### src/rtl/riscv_pkg.sv
// Shared fetch-stage definitions: canonical NOP, RV32 opcode[6:2] encodings and fetch FSM states.
package riscv_pkg;

  localparam logic [31:0] NOP_INSTR = 32'h0000_0013;

  localparam logic [4:0] OP_LUI    = 5'b01101;
  localparam logic [4:0] OP_AUIPC  = 5'b00101;
  localparam logic [4:0] OP_JAL    = 5'b11011;
  localparam logic [4:0] OP_JALR   = 5'b11001;
  localparam logic [4:0] OP_BRANCH = 5'b11000;
  localparam logic [4:0] OP_LOAD   = 5'b00000;
  localparam logic [4:0] OP_STORE  = 5'b01000;
  localparam logic [4:0] OP_ITYPE  = 5'b00100;
  localparam logic [4:0] OP_RTYPE  = 5'b01100;

  typedef enum logic [1:0] {
    S_BOOT,
    S_FETCH,
    S_DRAIN
  } fetch_state_t;

endpackage

### src/rtl/fetch_fifo.sv
// Small power-of-two FIFO holding fetched {instruction, pc} pairs; flush empties it in one cycle.
module fetch_fifo #(
  parameter int unsigned DEPTH = 2,
  parameter int unsigned WIDTH = 64
) (
  input  logic                     i_clock,
  input  logic                     i_reset_L,
  input  logic                     i_push,
  input  logic [WIDTH-1:0]         i_push_data,
  input  logic                     i_pop,
  input  logic                     i_flush,
  output logic [WIDTH-1:0]         o_head_data,
  output logic [$clog2(DEPTH):0]   o_count,
  output logic                     o_full,
  output logic                     o_empty
);

  localparam int unsigned PTR_W = $clog2(DEPTH);
  localparam int unsigned CNT_W = PTR_W + 1;

  logic [WIDTH-1:0] r_mem [DEPTH];
  logic [PTR_W-1:0] r_wr_ptr;
  logic [PTR_W-1:0] r_rd_ptr;
  logic [CNT_W-1:0] r_count;

  always_ff @(posedge i_clock or negedge i_reset_L) begin
    if (!i_reset_L) begin
      r_wr_ptr <= '0;
      r_rd_ptr <= '0;
      r_count  <= '0;
    end else if (i_flush) begin
      r_wr_ptr <= '0;
      r_rd_ptr <= '0;
      r_count  <= '0;
    end else begin
      if (i_push) r_wr_ptr <= r_wr_ptr + PTR_W'(1);
      if (i_pop)  r_rd_ptr <= r_rd_ptr + PTR_W'(1);
      r_count <= r_count + CNT_W'(i_push) - CNT_W'(i_pop);
    end
  end

  // Storage needs no reset: the head is only observed when the FIFO is non-empty.
  always_ff @(posedge i_clock) begin
    if (i_push && !i_flush) r_mem[r_wr_ptr] <= i_push_data;
  end

  assign o_head_data = r_mem[r_rd_ptr];
  assign o_count     = r_count;
  assign o_full      = (r_count == CNT_W'(DEPTH));
  assign o_empty     = (r_count == '0);

endmodule

### src/rtl/instr_fetch_unit.sv
// Front-end fetch stage: owns the PC, issues one imem request at a time, buffers responses and
// presents the head instruction plus its decode fields; redirects flush and drain stale fetches.
module instr_fetch_unit
  import riscv_pkg::*;
#(
  parameter int unsigned      XLEN       = 32,
  parameter logic [XLEN-1:0]  RESET_PC   = '0,
  parameter int unsigned      FIFO_DEPTH = 2
) (
  input  logic            clock,
  input  logic            reset_L,
  output logic            imem_req,
  output logic [XLEN-1:0] imem_addr,
  input  logic            imem_ack,
  input  logic [31:0]     imem_rdata,
  input  logic            redirect,
  input  logic [XLEN-1:0] redirect_pc,
  input  logic            stall,
  output logic            instr_valid,
  output logic [31:0]     instr,
  output logic [XLEN-1:0] instr_pc,
  output logic [4:0]      opcode,
  output logic [2:0]      funct3,
  output logic            instr30
);

  localparam int unsigned CNT_W = $clog2(FIFO_DEPTH) + 1;

  fetch_state_t    r_state, w_state_nxt;
  logic [XLEN-1:0] r_fetch_pc, w_fetch_pc_nxt;
  logic [XLEN-1:0] r_target, w_target_nxt;
  logic [XLEN-1:0] w_redirect_pc;
  logic            w_push, w_pop, w_full, w_empty, w_credit_ok;
  logic [CNT_W-1:0]     w_count;
  logic [32+XLEN-1:0]   w_head;

  assign w_redirect_pc = redirect_pc & ~XLEN'(3);
  // The only in-flight request is the one imem_req is holding, so a free slot covers it.
  assign w_credit_ok   = (w_count < CNT_W'(FIFO_DEPTH));
  assign w_pop         = instr_valid && !stall && !redirect;
  assign imem_addr     = r_fetch_pc;

  always_comb begin
    w_state_nxt    = r_state;
    w_fetch_pc_nxt = r_fetch_pc;
    w_target_nxt   = r_target;
    imem_req       = 1'b0;
    w_push         = 1'b0;
    unique case (r_state)
      S_BOOT: begin
        w_state_nxt = S_FETCH;
        if (redirect) w_fetch_pc_nxt = w_redirect_pc;
      end
      S_FETCH: begin
        imem_req = w_credit_ok;
        if (redirect) begin
          if (imem_req && !imem_ack) begin
            w_state_nxt  = S_DRAIN;
            w_target_nxt = w_redirect_pc;
          end else begin
            w_fetch_pc_nxt = w_redirect_pc;
          end
        end else if (imem_req && imem_ack) begin
          w_push         = 1'b1;
          w_fetch_pc_nxt = r_fetch_pc + XLEN'(4);
        end
      end
      S_DRAIN: begin
        // Hold the stale request until its response arrives, then drop that response.
        imem_req = 1'b1;
        if (redirect) w_target_nxt = w_redirect_pc;
        if (imem_ack) begin
          w_state_nxt    = S_FETCH;
          w_fetch_pc_nxt = redirect ? w_redirect_pc : r_target;
        end
      end
      default: w_state_nxt = S_BOOT;
    endcase
  end

  always_ff @(posedge clock or negedge reset_L) begin
    if (!reset_L) begin
      r_state    <= S_BOOT;
      r_fetch_pc <= RESET_PC;
      r_target   <= RESET_PC;
    end else begin
      r_state    <= w_state_nxt;
      r_fetch_pc <= w_fetch_pc_nxt;
      r_target   <= w_target_nxt;
    end
  end

  fetch_fifo #(
    .DEPTH (FIFO_DEPTH),
    .WIDTH (32 + XLEN)
  ) u_fifo (
    .i_clock     (clock),
    .i_reset_L   (reset_L),
    .i_push      (w_push),
    .i_push_data ({imem_rdata, r_fetch_pc}),
    .i_pop       (w_pop),
    .i_flush     (redirect),
    .o_head_data (w_head),
    .o_count     (w_count),
    .o_full      (w_full),
    .o_empty     (w_empty)
  );

  assign instr_valid = !w_empty;
  assign instr       = w_empty ? NOP_INSTR : w_head[32+XLEN-1:XLEN];
  assign instr_pc    = w_empty ? RESET_PC  : w_head[XLEN-1:0];
  assign opcode      = instr[6:2];
  assign funct3      = instr[14:12];
  assign instr30     = instr[30];

  a_addr_stable: assert property (@(posedge clock) disable iff (!reset_L)
    imem_req && !imem_ack |=> imem_req && $stable(imem_addr));
  a_no_push_full: assert property (@(posedge clock) disable iff (!reset_L)
    w_push |-> !w_full);
  a_pc_aligned: assert property (@(posedge clock) disable iff (!reset_L)
    instr_valid |-> instr_pc[1:0] == 2'b00);

endmodule

### config.mk
export PLATFORM = sky130hd
export DESIGN_NAME = instr_fetch_unit
export DESIGN_NICKNAME = d
export VERILOG_FILES = /design/src/rtl/riscv_pkg.sv /design/src/rtl/fetch_fifo.sv /design/src/rtl/instr_fetch_unit.sv
export SDC_FILE = /design/constraint.sdc
export NUM_CORES = 1
export LEC_CHECK = 0
export CAP_MARGIN = 20
export CORE_MARGIN = 4
export CORE_UTILIZATION = 34
export CTS_CLUSTER_DIAMETER = 200
export DETAILED_ROUTE_END_ITERATION = 6
export PLACE_DENSITY = 0.6
export SYNTH_ARGS = -nofsm -noshare
export SYNTH_HDL_FRONTEND = slang
export SYNTH_SLANG_ARGS = --single-unit
### constraint.sdc
create_clock -name clock -period 10.2 [get_ports clock]
set_clock_uncertainty 0.05 [all_clocks]
set_input_delay 2.04 -clock clock [delete_from_list [all_inputs] [get_ports clock]]
set_output_delay 2.04 -clock clock [all_outputs]
set_load 0.01 [all_outputs]
==> flow_metrics.env <==
export IMPL_p_leak_nw=4.00
export IMPL_average_via_count_per_standard_cell=5.10
export IMPL_grt_start_max_net_pins=71
export IMPL_antennaDiodeCount=0
export IMPL_slew_viol_final=0
export IMPL_syn_num_nets=804
export IMPL_vias=6230
export IMPL_synth_enable_flop_cells=128
export IMPL_postSynthRegisterBits=198
export IMPL_wire_length_of_the_first_global_routing_pass_um=34200
export IMPL_syn_instance_count=728
export IMPL_drt_antenna_net_count=0
export IMPL_worst_path_buf_inv=2
export IMPL_final_hold_viol_count=0
export IMPL_max_freq_ghz=0.204
export IMPL_whs_ns=0.454
export IMPL_crit_required_ns=8.11
export IMPL_startpoint_type="flip-flop"
export IMPL_seq_area_frac_synth_pct=61.7
export IMPL_worstHoldPathCells=1
export IMPL_path_cells="buf_4, mux2i_1, nor2_1, clkdlybuf4s50_1"
export IMPL_buffer_ports_inserted=173
export IMPL_met1_resource_use_gr_pct=21.4
export IMPL_synth_largest_area_cell="sky130_fd_sc_hd__edfxtp_1"
export IMPL_critical_path_max_fanout=39
export IMPL_synthFlopType="sky130_fd_sc_hd__edfxtp_1"
export IMPL_flow_area_growth_from_synthesis_pct=28.0
export IMPL_end_kind="primary output"
export IMPL_result_of_the_run="completed"
export IMPL_netlist_area_um2=9060
export IMPL_min_path_type="reg -> reg"
export IMPL_drcViolationCount=0
export IMPL_dr_pass1_iters=5
export IMPL_worst_ir_drop_vdd_mv=0.148
export IMPL_dieArea_um2=29300
export IMPL_core_area_um2=26100
export IMPL_syn_area_per_cell_um2=12.5
export IMPL_timing_final_crit_period_ns=4.89
export IMPL_path_class="reg -> out"
export IMPL_area_fraction_of_the_dominant_cell_type_after_synthesis_pct=42.4
export IMPL_placement_rows=59
export IMPL_yosys_warnings=0
export IMPL_fin_nets=949
export IMPL_hold_buffers=0
export IMPL_routedWlPerCell_um=18.1
export IMPL_finalSetupViolCount=0
export IMPL_rr_worst_depth=8
export IMPL_worst_hold_startpoint="r_target[1]"
export IMPL_clk_pin_slew_worst_paths_ns=0.07
export IMPL_dpl_hpwl_um=14800
export IMPL_yosys_cell_types_count=67
export IMPL_power_per_cell_area_nw_per_um2=264
export IMPL_die_h_um=171
export IMPL_final_std_cell_area_no_fill_um2=11600
export IMPL_globalRouteTotalUtil_pct=14.9
export IMPL_vias_in_the_first_global_route=5903
export IMPL_critical_path_cell_count=4
export IMPL_setup_total_negative_slack_ns=0
export IMPL_cp_slowest_cell="sky130_fd_sc_hd__dfrtp_4"
export IMPL_worst_endpoint_arrival_ns=2.80
export IMPL_yosysMostFrequentCell="sky130_fd_sc_hd__edfxtp_1"
export IMPL_worstMarginPinSlew_ns=0.910
export IMPL_gr_usage_met2_pct=23.5
export IMPL_critPathLaunch="u_fifo.r_rd_ptr"
export IMPL_grt_ovfl_total=0
export IMPL_top_usage_layer="met2"
export IMPL_io_pins=176
export IMPL_timing_critical_path_max_delay_family="buffers and inverters"
export IMPL_utilization_pct=44.4
export IMPL_synth_top_cells_by_area="sky130_fd_sc_hd__edfxtp_1 42%, sky130_fd_sc_hd__dfrtp_1 19%, sky130_fd_sc_hd__mux2i_1 7.4%, sky130_fd_sc_hd__mux2_2 3.9%, sky130_fd_sc_hd__nor2_1 3.8%"
export IMPL_initial_antenna_violation_count=0
export IMPL_cts_inserted_buffers=17
export IMPL_ys_async_sr_fraction_pct=35.4
export IMPL_grt_met3_usage_pct=3.13
export IMPL_synth_common_cells="128 x sky130_fd_sc_hd__edfxtp_1, 92 x sky130_fd_sc_hd__nor2_1, 70 x sky130_fd_sc_hd__dfrtp_1"
export IMPL_floorplan_initialDensity_pct=34.7
export IMPL_crit_reg_reg_startpoint="r_state[0]"
export IMPL_die_width_um=171
export IMPL_drt_iter0_drc=498
export IMPL_rsz_0062_raised_after_global_routing="false"
export IMPL_gpl_final_weighted_congestion=0.843
export IMPL_clkSinkCount=198
export IMPL_maxCapViolations=0
export IMPL_clockRootBuffer="sky130_fd_sc_hd__clkbuf_16"
export IMPL_wirelength_um=22100
export IMPL_postPlaceCellArea_um2=11000
export IMPL_share_of_final_layout_standard_cells_stronger_than_drive_strength_1_pct=9.82
export IMPL_slew_headroom_pct=39.3
export IMPL_post_cts_setup_buffers=0
export IMPL_cts_resized=0
export IMPL_h_tree_depth=4
export IMPL_cts_buffer_depth=2
export IMPL_finalCritPeriodShare_pct=48.0
export IMPL_critPathMaxStageDelay_ns=0.74
export IMPL_worst_skew_pair_late_latency_ns=0.43
export IMPL_tritoncts_clock_tree="yes"
## registers in the layout, summed over array words and instances (netlist names)
name and cells:
u_fifo.o_count 2, r_target 32, r_state 2, u_fifo.r_wr_ptr 1
u_fifo.r_mem 128, imem_addr 32, u_fifo.r_rd_ptr 1
## layer usage
metal	vias to the layer above	wire length [um]	part of all wire [%]
met5	-	0	0
met4	0	231	1.0
met3	15	1100	5.0
met2	189	10100	46
met1	3025	10600	48
li1	3001	-	-
## worst paths after layout
kind | endpoint | slack [ns]
worst max register to register | imem_addr[12] | 7.12
max in group asynchronous | u_fifo.r_rd_ptr | 7.65
worst max-delay path | instr_pc[14] | 5.31
min in group asynchronous | r_target[8] | 1.76
worst min register to register | r_target[1] | 0.45
worst min-delay path | r_target[1] | 0.45
## worst reg2reg max path, stage by stage (launching register included)
cell	delay (ns)
sky130_fd_sc_hd__dfrtp_1	0.43
sky130_fd_sc_hd__inv_1	0.09
sky130_fd_sc_hd__ha_1	0.28
sky130_fd_sc_hd__buf_4	0.29
sky130_fd_sc_hd__nor2b_1	0.49
sky130_fd_sc_hd__and2_1	0.80
sky130_fd_sc_hd__a22oi_1	0.29
sky130_fd_sc_hd__o41ai_1	0.14
sky130_fd_sc_hd__a22o_1	0.19
## cell type report
| cell class | count | area [um^2] |
|---|---|---|
| clock buffer | 19 | 443 |
| clock inverter | 13 | 153 |
| fill | 2435 | 14500 |
| inverter | 12 | 45.0 |
| multi-input combinational | 460 | 3130 |
| sequential | 198 | 5600 |
| tap | 335 | 419 |
| timing repair buffer | 184 | 1810 |
## per-stage QoR
stage / cells / power (mW) / worst slack (ns)
after global placement: 1189 / 2.39 / 5.43
after floorplan: 728 / 1.94 / 4.13
after detailed placement: 1189 / 2.41 / 5.42
after CTS: 1221 / 3.10 / 5.23
after global routing: 1221 / 3.26 / 5.14
final: 1221 / 3.07 / 5.31
## power by group
group | leakage [nW] | internal, mW | switching [mW]
registers | 2.03 | 1.06 | 0.186
logic | 1.68 | 0.546 | 0.597
clock network | 0.286 | 0.391 | 0.290
## logic make-up (layout without fill, tap and decap cells)
group | count (synthesis) | count (layout) | share of synthesized area (%)
xor gates and xnor gates | 3 | 3 | 0.290
DFF | 198 | 198 | 61.7
adders and majority gates | 7 | 7 | 0.966
and+or+nand+nor | 215 | 215 | 11.3
muxes | 98 | 98 | 11.3
AOI/OAI and AO/OA | 137 | 137 | 10.5
buffers and inverters | 70 | 228 | 3.98
## placed cells by master (no fill, tap or decap), types with 3 or more instances in the layout
cell and instances:
sky130_fd_sc_hd__a211oi_1 4, sky130_fd_sc_hd__a21oi_1 15, sky130_fd_sc_hd__a221oi_1 7, sky130_fd_sc_hd__a222oi_1 5
sky130_fd_sc_hd__a22o_1 6, sky130_fd_sc_hd__a22oi_1 5, sky130_fd_sc_hd__a32oi_1 7, sky130_fd_sc_hd__a41oi_1 4
sky130_fd_sc_hd__and2_1 5, sky130_fd_sc_hd__and3_1 6, sky130_fd_sc_hd__and4_1 5, sky130_fd_sc_hd__buf_4 11
sky130_fd_sc_hd__bufinv_16 3, sky130_fd_sc_hd__clkbuf_16 17, sky130_fd_sc_hd__clkdlybuf4s50_1 172, sky130_fd_sc_hd__clkinv_1 3
sky130_fd_sc_hd__dfrtp_1 69, sky130_fd_sc_hd__edfxtp_1 128, sky130_fd_sc_hd__ha_1 7, sky130_fd_sc_hd__inv_1 12
sky130_fd_sc_hd__mux2_2 31, sky130_fd_sc_hd__mux2i_1 67, sky130_fd_sc_hd__nand2_1 33, sky130_fd_sc_hd__nand3_1 12
sky130_fd_sc_hd__nand4_1 7, sky130_fd_sc_hd__nor2_1 89, sky130_fd_sc_hd__nor2b_1 13, sky130_fd_sc_hd__nor3_1 18
sky130_fd_sc_hd__nor4_1 5, sky130_fd_sc_hd__o211ai_1 4, sky130_fd_sc_hd__o21ai_0 48, sky130_fd_sc_hd__o2bb2ai_1 3
sky130_fd_sc_hd__o31a_1 3, sky130_fd_sc_hd__o41ai_1 4, sky130_fd_sc_hd__or3_1 3
Power figures use the tool's default switching activity.
